--- config.mk ---
export PLATFORM = sky130hd
export DESIGN_NAME = amcp_send
export DESIGN_NICKNAME = d
export VERILOG_FILES = /design/src/rtl/amcp_pkg.sv /design/src/rtl/plsgen.sv /design/src/rtl/amcp_send.sv
export SDC_FILE = /design/constraint.sdc
export NUM_CORES = 1
export LEC_CHECK = 0
export CAP_MARGIN = 20
export CORE_AREA = 2 2 39 41
export DETAILED_ROUTE_END_ITERATION = 8
export DIE_AREA = 0 0 41 43
export DONT_BUFFER_PORTS = 1
export HOLD_SLACK_MARGIN = 0.12
export PLACE_DENSITY = 0.57
export SKIP_CTS_REPAIR_TIMING = 1
export SYNTH_ARGS = -nofsm -noshare
export SYNTH_HDL_FRONTEND = slang
export SYNTH_SLANG_ARGS = --single-unit
--- constraint.sdc ---
create_clock -name aclk -period 3.05 [get_ports aclk]
set_clock_uncertainty 0.15 [all_clocks]
set_input_delay 0.305 -clock aclk [delete_from_list [all_inputs] [get_ports aclk]]
set_output_delay 0.305 -clock aclk [all_outputs]
set_load 0.05 [all_outputs]
--- src/rtl/amcp_pkg.sv ---
// amcp_pkg
// Shared definitions for the AMCP multi-cycle-path sender.
//   DATA_W       : width of the data word carried across the multi-cycle path
//   amcp_state_t : sender FSM state (READY = idle, BUSY = word in flight)
package amcp_pkg;

    localparam int DATA_W = 8;

    typedef enum logic {
        READY = 1'b0,
        BUSY  = 1'b1
    } amcp_state_t;

endpackage : amcp_pkg

--- src/rtl/plsgen.sv ---
// plsgen
// Turns each transition of a level or toggle input into a single-cycle pulse.
// The input must already be synchronous to clk.
// Ports:
//   clk   : clock, rising edge
//   rst_n : asynchronous active-low reset, clears the delayed copy
//   d     : synchronous toggle input
//   pulse : high for exactly one cycle after each transition of d
module plsgen (
    input  logic clk,
    input  logic rst_n,
    input  logic d,
    output logic pulse
);

    logic d_q;

    // Keep a one-cycle-delayed copy of d so we can see when it changes.
    always_ff @(posedge clk or negedge rst_n) begin
        if (!rst_n) begin
            d_q <= 1'b0;
        end else begin
            d_q <= d;
        end
    end

    // The input and its delayed copy differ only in the cycle after a
    // transition, which gives a one-cycle pulse.
    assign pulse = d ^ d_q;

endmodule : plsgen

--- src/rtl/amcp_send.sv ---
// amcp_send
// Source side of a toggle-handshake multi-cycle-path (MCP) transfer. A word
// is captured into adata and a_en toggles to launch it. adata then stays
// stable until the receiving domain returns an acknowledge toggle.
// Optional feature (macro AMCP_SKID_EN): adds a one-word skid register. A
// second word can be accepted while one is in flight, and it is launched as
// soon as the acknowledge arrives.
// Ports:
//   aclk    : sole clock, rising edge
//   arst_n  : asynchronous active-low reset
//   adatain : source data word, sampled when a send is accepted
//   asend   : send request, honoured only when aready = 1
//   aq2_ack : acknowledge toggle, already synchronised into aclk
//   adata   : held data word crossing the multi-cycle path
//   a_en    : enable toggle, one transition per launched word
//   aready  : 1 = a send is accepted this cycle
module amcp_send
    import amcp_pkg::*;
(
    input  logic              aclk,
    input  logic              arst_n,
    input  logic [DATA_W-1:0] adatain,
    input  logic              asend,
    input  logic              aq2_ack,
    output logic [DATA_W-1:0] adata,
    output logic              a_en,
    output logic              aready
);

    amcp_state_t       state_q;
    logic [DATA_W-1:0] adata_q;
    logic              aen_q;
    logic              a_ack;

`ifdef AMCP_SKID_EN
    logic [DATA_W-1:0] skid_q;
    logic              skid_valid_q;
`endif

    // Each transition of the synchronised acknowledge toggle becomes a
    // one-cycle a_ack pulse.
    plsgen u_ackPulse (
        .clk   (aclk),
        .rst_n (arst_n),
        .d     (aq2_ack),
        .pulse (a_ack)
    );

`ifdef AMCP_SKID_EN
    // Sender FSM with skid buffer. A send that arrives while BUSY is parked
    // in the skid. On acknowledge, the parked word launches first. If no word
    // is parked, a send in the same cycle launches straight away. Otherwise
    // the FSM goes back to idle. aready is set to 0 whenever the skid is
    // occupied, so asend is never seen with a full skid.
    always_ff @(posedge aclk or negedge arst_n) begin
        if (!arst_n) begin
            state_q      <= READY;
            adata_q      <= '0;
            aen_q        <= 1'b0;
            skid_q       <= '0;
            skid_valid_q <= 1'b0;
        end else begin
            case (state_q)
                READY: begin
                    if (asend) begin
                        adata_q <= adatain;
                        aen_q   <= ~aen_q;
                        state_q <= BUSY;
                    end
                end
                BUSY: begin
                    if (a_ack) begin
                        if (skid_valid_q) begin
                            adata_q      <= skid_q;
                            aen_q        <= ~aen_q;
                            skid_valid_q <= 1'b0;
                        end else if (asend) begin
                            adata_q <= adatain;
                            aen_q   <= ~aen_q;
                        end else begin
                            state_q <= READY;
                        end
                    end else if (asend && !skid_valid_q) begin
                        skid_q       <= adatain;
                        skid_valid_q <= 1'b1;
                    end
                end
                default: state_q <= READY;
            endcase
        end
    end

    assign aready = ~skid_valid_q;
`else
    // Sender FSM. In READY, a send captures the word and toggles a_en on the
    // same edge, so the launch takes zero cycles. In BUSY, sends are ignored
    // and the FSM waits for the acknowledge pulse. An acknowledge seen in
    // READY is spurious and has no effect.
    always_ff @(posedge aclk or negedge arst_n) begin
        if (!arst_n) begin
            state_q <= READY;
            adata_q <= '0;
            aen_q   <= 1'b0;
        end else begin
            case (state_q)
                READY: begin
                    if (asend) begin
                        adata_q <= adatain;
                        aen_q   <= ~aen_q;
                        state_q <= BUSY;
                    end
                end
                BUSY: begin
                    if (a_ack) begin
                        state_q <= READY;
                    end
                end
                default: state_q <= READY;
            endcase
        end
    end

    // aready comes only from the state register, so there is no path from
    // asend to aready.
    assign aready = (state_q == READY);
`endif

    assign adata = adata_q;
    assign a_en  = aen_q;

endmodule : amcp_send
==> summary.md, run 1 <==
| Metric | Value |
|---|---|
| First-pass GRT wire length | `1040 um` |
| Crit Path Max Fanout | `10` |
| Vias in the first global route | `232` |
| Worst hold start | `aq2_ack` |
| Layout cells sized above 1 | `0.342` |
| Total power | `0.532 mW` |
| Via/cell ratio | `4.48` |
| Worst endpoint required time | `3.05 ns` |
| PortBufs | `0` |
| Syn_nets | `37` |
| Setup_tns | `0 ns` |
| Endpoint, Worst Hold | `state_q` |
| Crit Path Class | `flip-flop to flip-flop` |
| Max clock buf depth | `2` |
| Final ANT Viol Nets | `0` |
| PwrDens | `917 nW/um^2` |
| R2R Path Start | `state_q` |
| Layout area overhead | `30.3%` |
| Cell count after synthesis | `25` |
| Worst reg2reg path depth | `2` |
| Cell Area, Synth | `445 sq um` |
| Startpoint Class | `flip-flop` |
| # DRC | `0` |
| Synthesized area per cell | `17.8 sq um` |
| CP Capture Type | `flip-flop` |
| Total die area | `1760 sq um` |
| Reg2reg end | `adata[0]` |
| Non-Filler Instances | `54` |
| Unrepaired setup endpoints after global routing | `no` |
| Final net count | `51` |
| Area leader, netlist | `dfrtp_1` |
| Final Hold Viols | `0` |
| Yosys cell types | `8` |
| CTS tree | `done` |
| I/O Pins | `22` |
| WL/cell | `13.4 um` |
| Initial antenna violation count | `0` |
| Gr ovfl total | `0` |
| Worst-margin pin slew | `0.650 ns` |
| VDD IR-drop max | `378 uV` |
| CTS Root Cell | `clkbuf_4` |
| Placer congestion estimate | `0.533` |
| Num CTS Buffers | `3` |
| Slew HR | `0.565` |
| Clk slew on worst S/H paths | `0.07 ns` |
| TritonRoute pass-1 iters | `2` |
| Later-pin clock latency in the skew report | `0.26 ns` |
| Final Setup Violations | `0` |
| Critical path startpoint | `state_q` |
| FF+latch count, synth | `11` |
| N_diodes | `0` |
| R2R Setup Slk | `1.50 ns` |
| Period utilization | `0.508` |
| Max Fclk | `0.646 GHz` |
| Leak | `0.267 nW` |
| Yosys warnings | `0` |
| Status | `finished, final reports clean` |
| Synth area leaders | `dfrtp_1 62%, mux2_4 27%, buf_6 2.5%` |
| Worst Hold Class | `primary input to flip-flop` |
| Worst hold stages | `2` |
| Minimum hold slack | `0.132 ns` |
| Max Cap Violations | `0` |
| CTS sink count | `11` |
| Share of the synthesized area in the top cell type | `0.618` |
| Site row count | `14` |
| Die H | `43 um` |
| Largest net degree at the start of global routing | `12` |
| DP Cell Count | `40` |
| Via Count | `242` |
| Arrival time worst endpoint | `1.55 ns` |
| DRT iter0 DRCs | `1` |
| Max-slew violations | `0` |
| DIE WIDTH | `41 um` |
| Min Clock Period, post-route | `1.55 ns` |
| Core ar. | `1380 sq um` |
| CTS H-Tree Depth | `1` |
| Initial Utilization | `0.322` |
| Final Util | `0.420` |
| All-Layer GR Usage | `0.0974` |
| Sequential area share after synthesis | `0.618` |
| Detailed Route WL | `722 um` |
-- synthesized netlist by cell type, drive strengths merged --
| cell | instances |
|---|---|
| xnor2 | 1 |
| mux2 | 8 |
| dfrtp | 11 |
| nor2b | 1 |
| inv | 1 |
| a21o | 1 |
| xor2 | 1 |
| buf | 1 |
-- worst max-delay path by stage --
stage	to	slack (ns)
5_1_grt	adata[0]	1.43
4_1_cts	adata[0]	1.48
2_1_floorplan	adata[0]	1.83
3_5_place_dp	adata[0]	1.49
6_report	adata[0]	1.50
3_3_place_gp	adata[4]	1.49
-- metrics by stage --
step / instance area, sq um / setup WS, ns
6_report: 581 / 1.50
3_3_place_gp: 454 / 1.49
5_1_grt: 581 / 1.43
4_1_cts: 480 / 1.48
3_5_place_dp: 454 / 1.49
2_1_floorplan: 445 / 1.83
-- kinds of logic (layout without fill, tap and decap cells) --
| logic type | Yosys count | in the layout | share of synthesized area |
|---|---|---|---|
| AO/OA/AOI/OAI | 1 | 1 | 0.0197 |
| XOR/XNOR | 2 | 2 | 0.0393 |
| multiplexers | 8 | 8 | 0.270 |
| AND/OR/NAND/NOR | 1 | 1 | 0.0197 |
| flip-flops | 11 | 11 | 0.618 |
| buffers and inverters | 2 | 15 | 0.0337 |
-- power breakdown --
group / switching [mW] / internal [mW]
registers: 0.161 / 0.183
logic: 0.0335 / 0.0592
clock network: 0.0447 / 0.0505
total: 0.239 / 0.293
-- final cells by class --
cell class / count / area [sq um]
tap: 16 / 20.0
inverter: 1 / 3.75
clock buffer: 4 / 26.3
timing repair buffer: 10 / 100
fill: 132 / 803
multi-input combinational: 12 / 155
sequential: 11 / 275
-- worst max-delay path: stages, from the launching register on --
cell and delay (ns):
dfrtp_1 0.40, nor2b_2 0.54, mux2_4 0.35
-- metal layers --
metal / vias to the layer above / wire (um) / GRT usage
li1: 110 / - / -
met1: 115 / 303 / 0.0997
met2: 17 / 322 / 0.116
met3: 0 / 96 / 0.120
met4: 0 / 0 / 0.0400
met5: - / 0 / 0
-- sequential cells by signal (all words and copies together), names as in the netlist --
register        cells
a_en                1
state_q             1
u_ackPulse.d_q      1
adata               8
-- layout by cell type, fill, tap and decap left out --
| master | instances |
|---|---|
| xor2_1 | 1 |
| mux2_4 | 8 |
| clkbuf_1 | 1 |
| dfrtp_1 | 11 |
| clkbuf_4 | 3 |
| xnor2_1 | 1 |
| dlygate4sd3_1 | 10 |
| inv_1 | 1 |
| a21o_2 | 1 |
| nor2b_2 | 1 |
(Power assumes the default switching activity.)
==> inputs of run 2 (changes only) <==
--- a/config.mk
+++ b/config.mk
@@ -11,7 +11,7 @@
 export DIE_AREA = 0 0 41 43
 export DONT_BUFFER_PORTS = 1
 export HOLD_SLACK_MARGIN = 0.12
-export PLACE_DENSITY = 0.57
+export PLACE_DENSITY = 0.59
 export SKIP_CTS_REPAIR_TIMING = 1
 export SYNTH_ARGS = -nofsm -noshare
 export SYNTH_HDL_FRONTEND = slang
==> constraint.sdc (replaced) <==
create_clock -name aclk -period 1.3 [get_ports aclk]
set_clock_uncertainty 0.15 [all_clocks]
set_input_delay 0.13 -clock aclk [delete_from_list [all_inputs] [get_ports aclk]]
set_output_delay 0.13 -clock aclk [all_outputs]
set_load 0.05 [all_outputs]
==> summary.md, run 2 (synthesis results as in run 1) <==
| Metric | Value |
|---|---|
| Unrepaired setup endpoints after global routing | `yes` |
| Fillers | `120 (-9.1%)` |
| Via Count | `288 (+19%)` |
| Setup_tns | `0 ns (unchanged)` |
| Slew HR | `0.668 (+0.103)` |
| Startpoint Class | `flip-flop` |
| # DRC | `0 (unchanged)` |
| Via/cell ratio | `4.43 (-1.1%)` |
| CP Capture Type | `flip-flop` |
| Clock share of power | `0.158 (-0.021)` |
| Total die area | `1760 sq um (unchanged)` |
| Clk slew on worst S/H paths | `0.07 ns (about the same)` |
| Crit Path Max Fanout | `10 (unchanged)` |
| Period utilization | `0.975 (+0.467)` |
| Initial antenna violation count | `0 (unchanged)` |
| Leak | `0.319 nW (+20%)` |
| I/O Pins | `22 (unchanged)` |
| Max FFs per register | `8 (unchanged)` |
| Flop pwr share | `0.346 (-0.301)` |
| Worst Hold Class | `primary input to async pin` |
| Max-slew violations | `0 (unchanged)` |
| CTS H-Tree Depth | `1 (unchanged)` |
| Later-pin clock latency in the skew report | `0.26 ns (about the same)` |
| N_diodes | `0 (unchanged)` |
| Final Setup Violations | `0 (unchanged)` |
| CTS tree | `done` |
| WL/cell | `12.4 um (-7.6%)` |
| Worst-margin pin slew | `0.496 ns (-0.153 ns)` |
| First-pass GRT wire length | `1250 um (+20%)` |
| Layout area overhead | `52.5%` |
| Initial Utilization | `0.322 (unchanged)` |
| Max Fclk | `0.789 GHz (+22%)` |
| Largest net degree at the start of global routing | `12 (unchanged)` |
| Min Clock Period, post-route | `1.27 ns (-0.281 ns)` |
| Final Util | `0.491 (+0.0714)` |
| Register Area | `275 sq um (unchanged)` |
| PwrDens | `2090 nW/um^2 (+130%)` |
| Area of the multi-input gates | `155 sq um (unchanged)` |
| Crit Path Class | `flip-flop to flip-flop` |
| Final Hold Viols | `0 (unchanged)` |
| Gr ovfl total | `0 (unchanged)` |
| Layout cells sized above 1 | `0.510 (+0.168)` |
| Sw frac | `0.418 (-0.0308)` |
| Commonest non-fill, non-tap cell in the layout | `dfrtp_1` |
| Max clock buf depth | `2 (unchanged)` |
| R2R Setup Slk | `0.03 ns (-1.47 ns)` |
| PortBufs | `0 (unchanged)` |
| Worst endpoint required time | `1.30 ns (-1.75 ns)` |
| Die H | `43 um (unchanged)` |
| Num CTS Buffers | `3 (unchanged)` |
| CTS sink count | `11 (unchanged)` |
| Arrival time worst endpoint | `1.26 ns (-0.29 ns)` |
| Switching power | `0.595 mW (+150%)` |
| CTS Root Cell | `clkbuf_4` |
| Detailed Route WL | `803 um (+11%)` |
| TritonRoute pass-1 iters | `2 (unchanged)` |
| Combinational share of power | `0.495 (+0.321)` |
| Site row count | `14 (unchanged)` |
| Minimum hold slack | `0.119 ns (-0.0136 ns)` |
| Placer congestion estimate | `0.582 (+9.1%)` |
| Final net count | `62 (+22%)` |
| DRT iter0 DRCs | `2 (+1)` |
| Most frequent cells in the layout | `11 x dfrtp_1, 10 x dlygate4sd3_1, 10 x buf_4, 8 x mux2_4, 3 x clkbuf_4` |
| Worst reg2reg path depth | `3 (+1)` |
| VDD IR-drop max | `1060 uV (+180%)` |
| Status | `finished, final reports clean` |
| Max Cap Violations | `0 (unchanged)` |
| Power Internal | `0.827 mW (+180%)` |
| Core ar. | `1380 sq um (unchanged)` |
| All-Layer GR Usage | `0.112 (+0.0143)` |
| DIE WIDTH | `41 um (unchanged)` |
| Vias in the first global route | `323 (+39%)` |
| Final ANT Viol Nets | `0 (unchanged)` |
-- run 2: changes by cell type in the layout (fill, tap and decap cells not counted) --
cell	before	now
inv_1	1	0
buf_12	0	1
clkinvlp_4	0	1
buf_4	0	10
-- run 2: critical path: stages, from the launching register on --
cell and delay [ns]:
dfrtp_1 0.39, nor2b_2 0.16, buf_12 0.16, mux2_4 0.30
-- run 2: power by group through the flow --
| stage | Clock, mW | Combinational, mW | Sequential, mW |
|---|---|---|---|
| after floorplan | 0 | 0.185 | 0.797 |
| after global placement | 0 | 0.671 | 0.494 |
| after detailed placement | 0 | 0.674 | 0.497 |
| after CTS | 0.237 | 0.675 | 0.493 |
| after global routing | 0.267 | 0.737 | 0.505 |
| final | 0.225 | 0.704 | 0.492 |
-- run 2: final cells by class --
cell class / count / share of cell area
Clock buffer: 4 / 0.0387
Timing Repair Buffer: 21 / 0.287
Tap cell: 16 / 0.0295
Multi-Input combinational cell: 12 / 0.228
Sequential cell: 11 / 0.405
Inverter: 1 / 0.0110
-- run 2: path summary, 6_finish.rpt --
check	from	to
setup reg to reg	state_q	adata[7]
hold / removal	arst_n	a_en
max in group asynchronous	arst_n	state_q
hold reg to reg	a_en	a_en
setup / recovery	state_q	adata[7]
min in group aclk	asend	a_en
-- run 2: per-stage QoR --
step,std cells,area [sq um],total power [mW],setup slack (ns)
6_report,65,679,1.42,0.0326
5_1_grt,65,679,1.51,-0.0113
4_1_cts,55,576,1.40,-0.100
3_5_place_dp,51,549,1.17,0.0341
3_3_place_gp,51,549,1.16,0.0515
2_1_floorplan,25,445,0.983,0.0781
-- run 2: layer usage --
| layer | vias to the layer above | routed length, um | global-route usage |
|---|---|---|---|
| li1 | 131 | - | - |
| met1 | 144 | 351 | 0.113 |
| met2 | 13 | 392 | 0.169 |
| met3 | 0 | 59 | 0.0681 |
| met4 | 0 | 0 | 0.0600 |
| met5 | - | 0 | 0 |
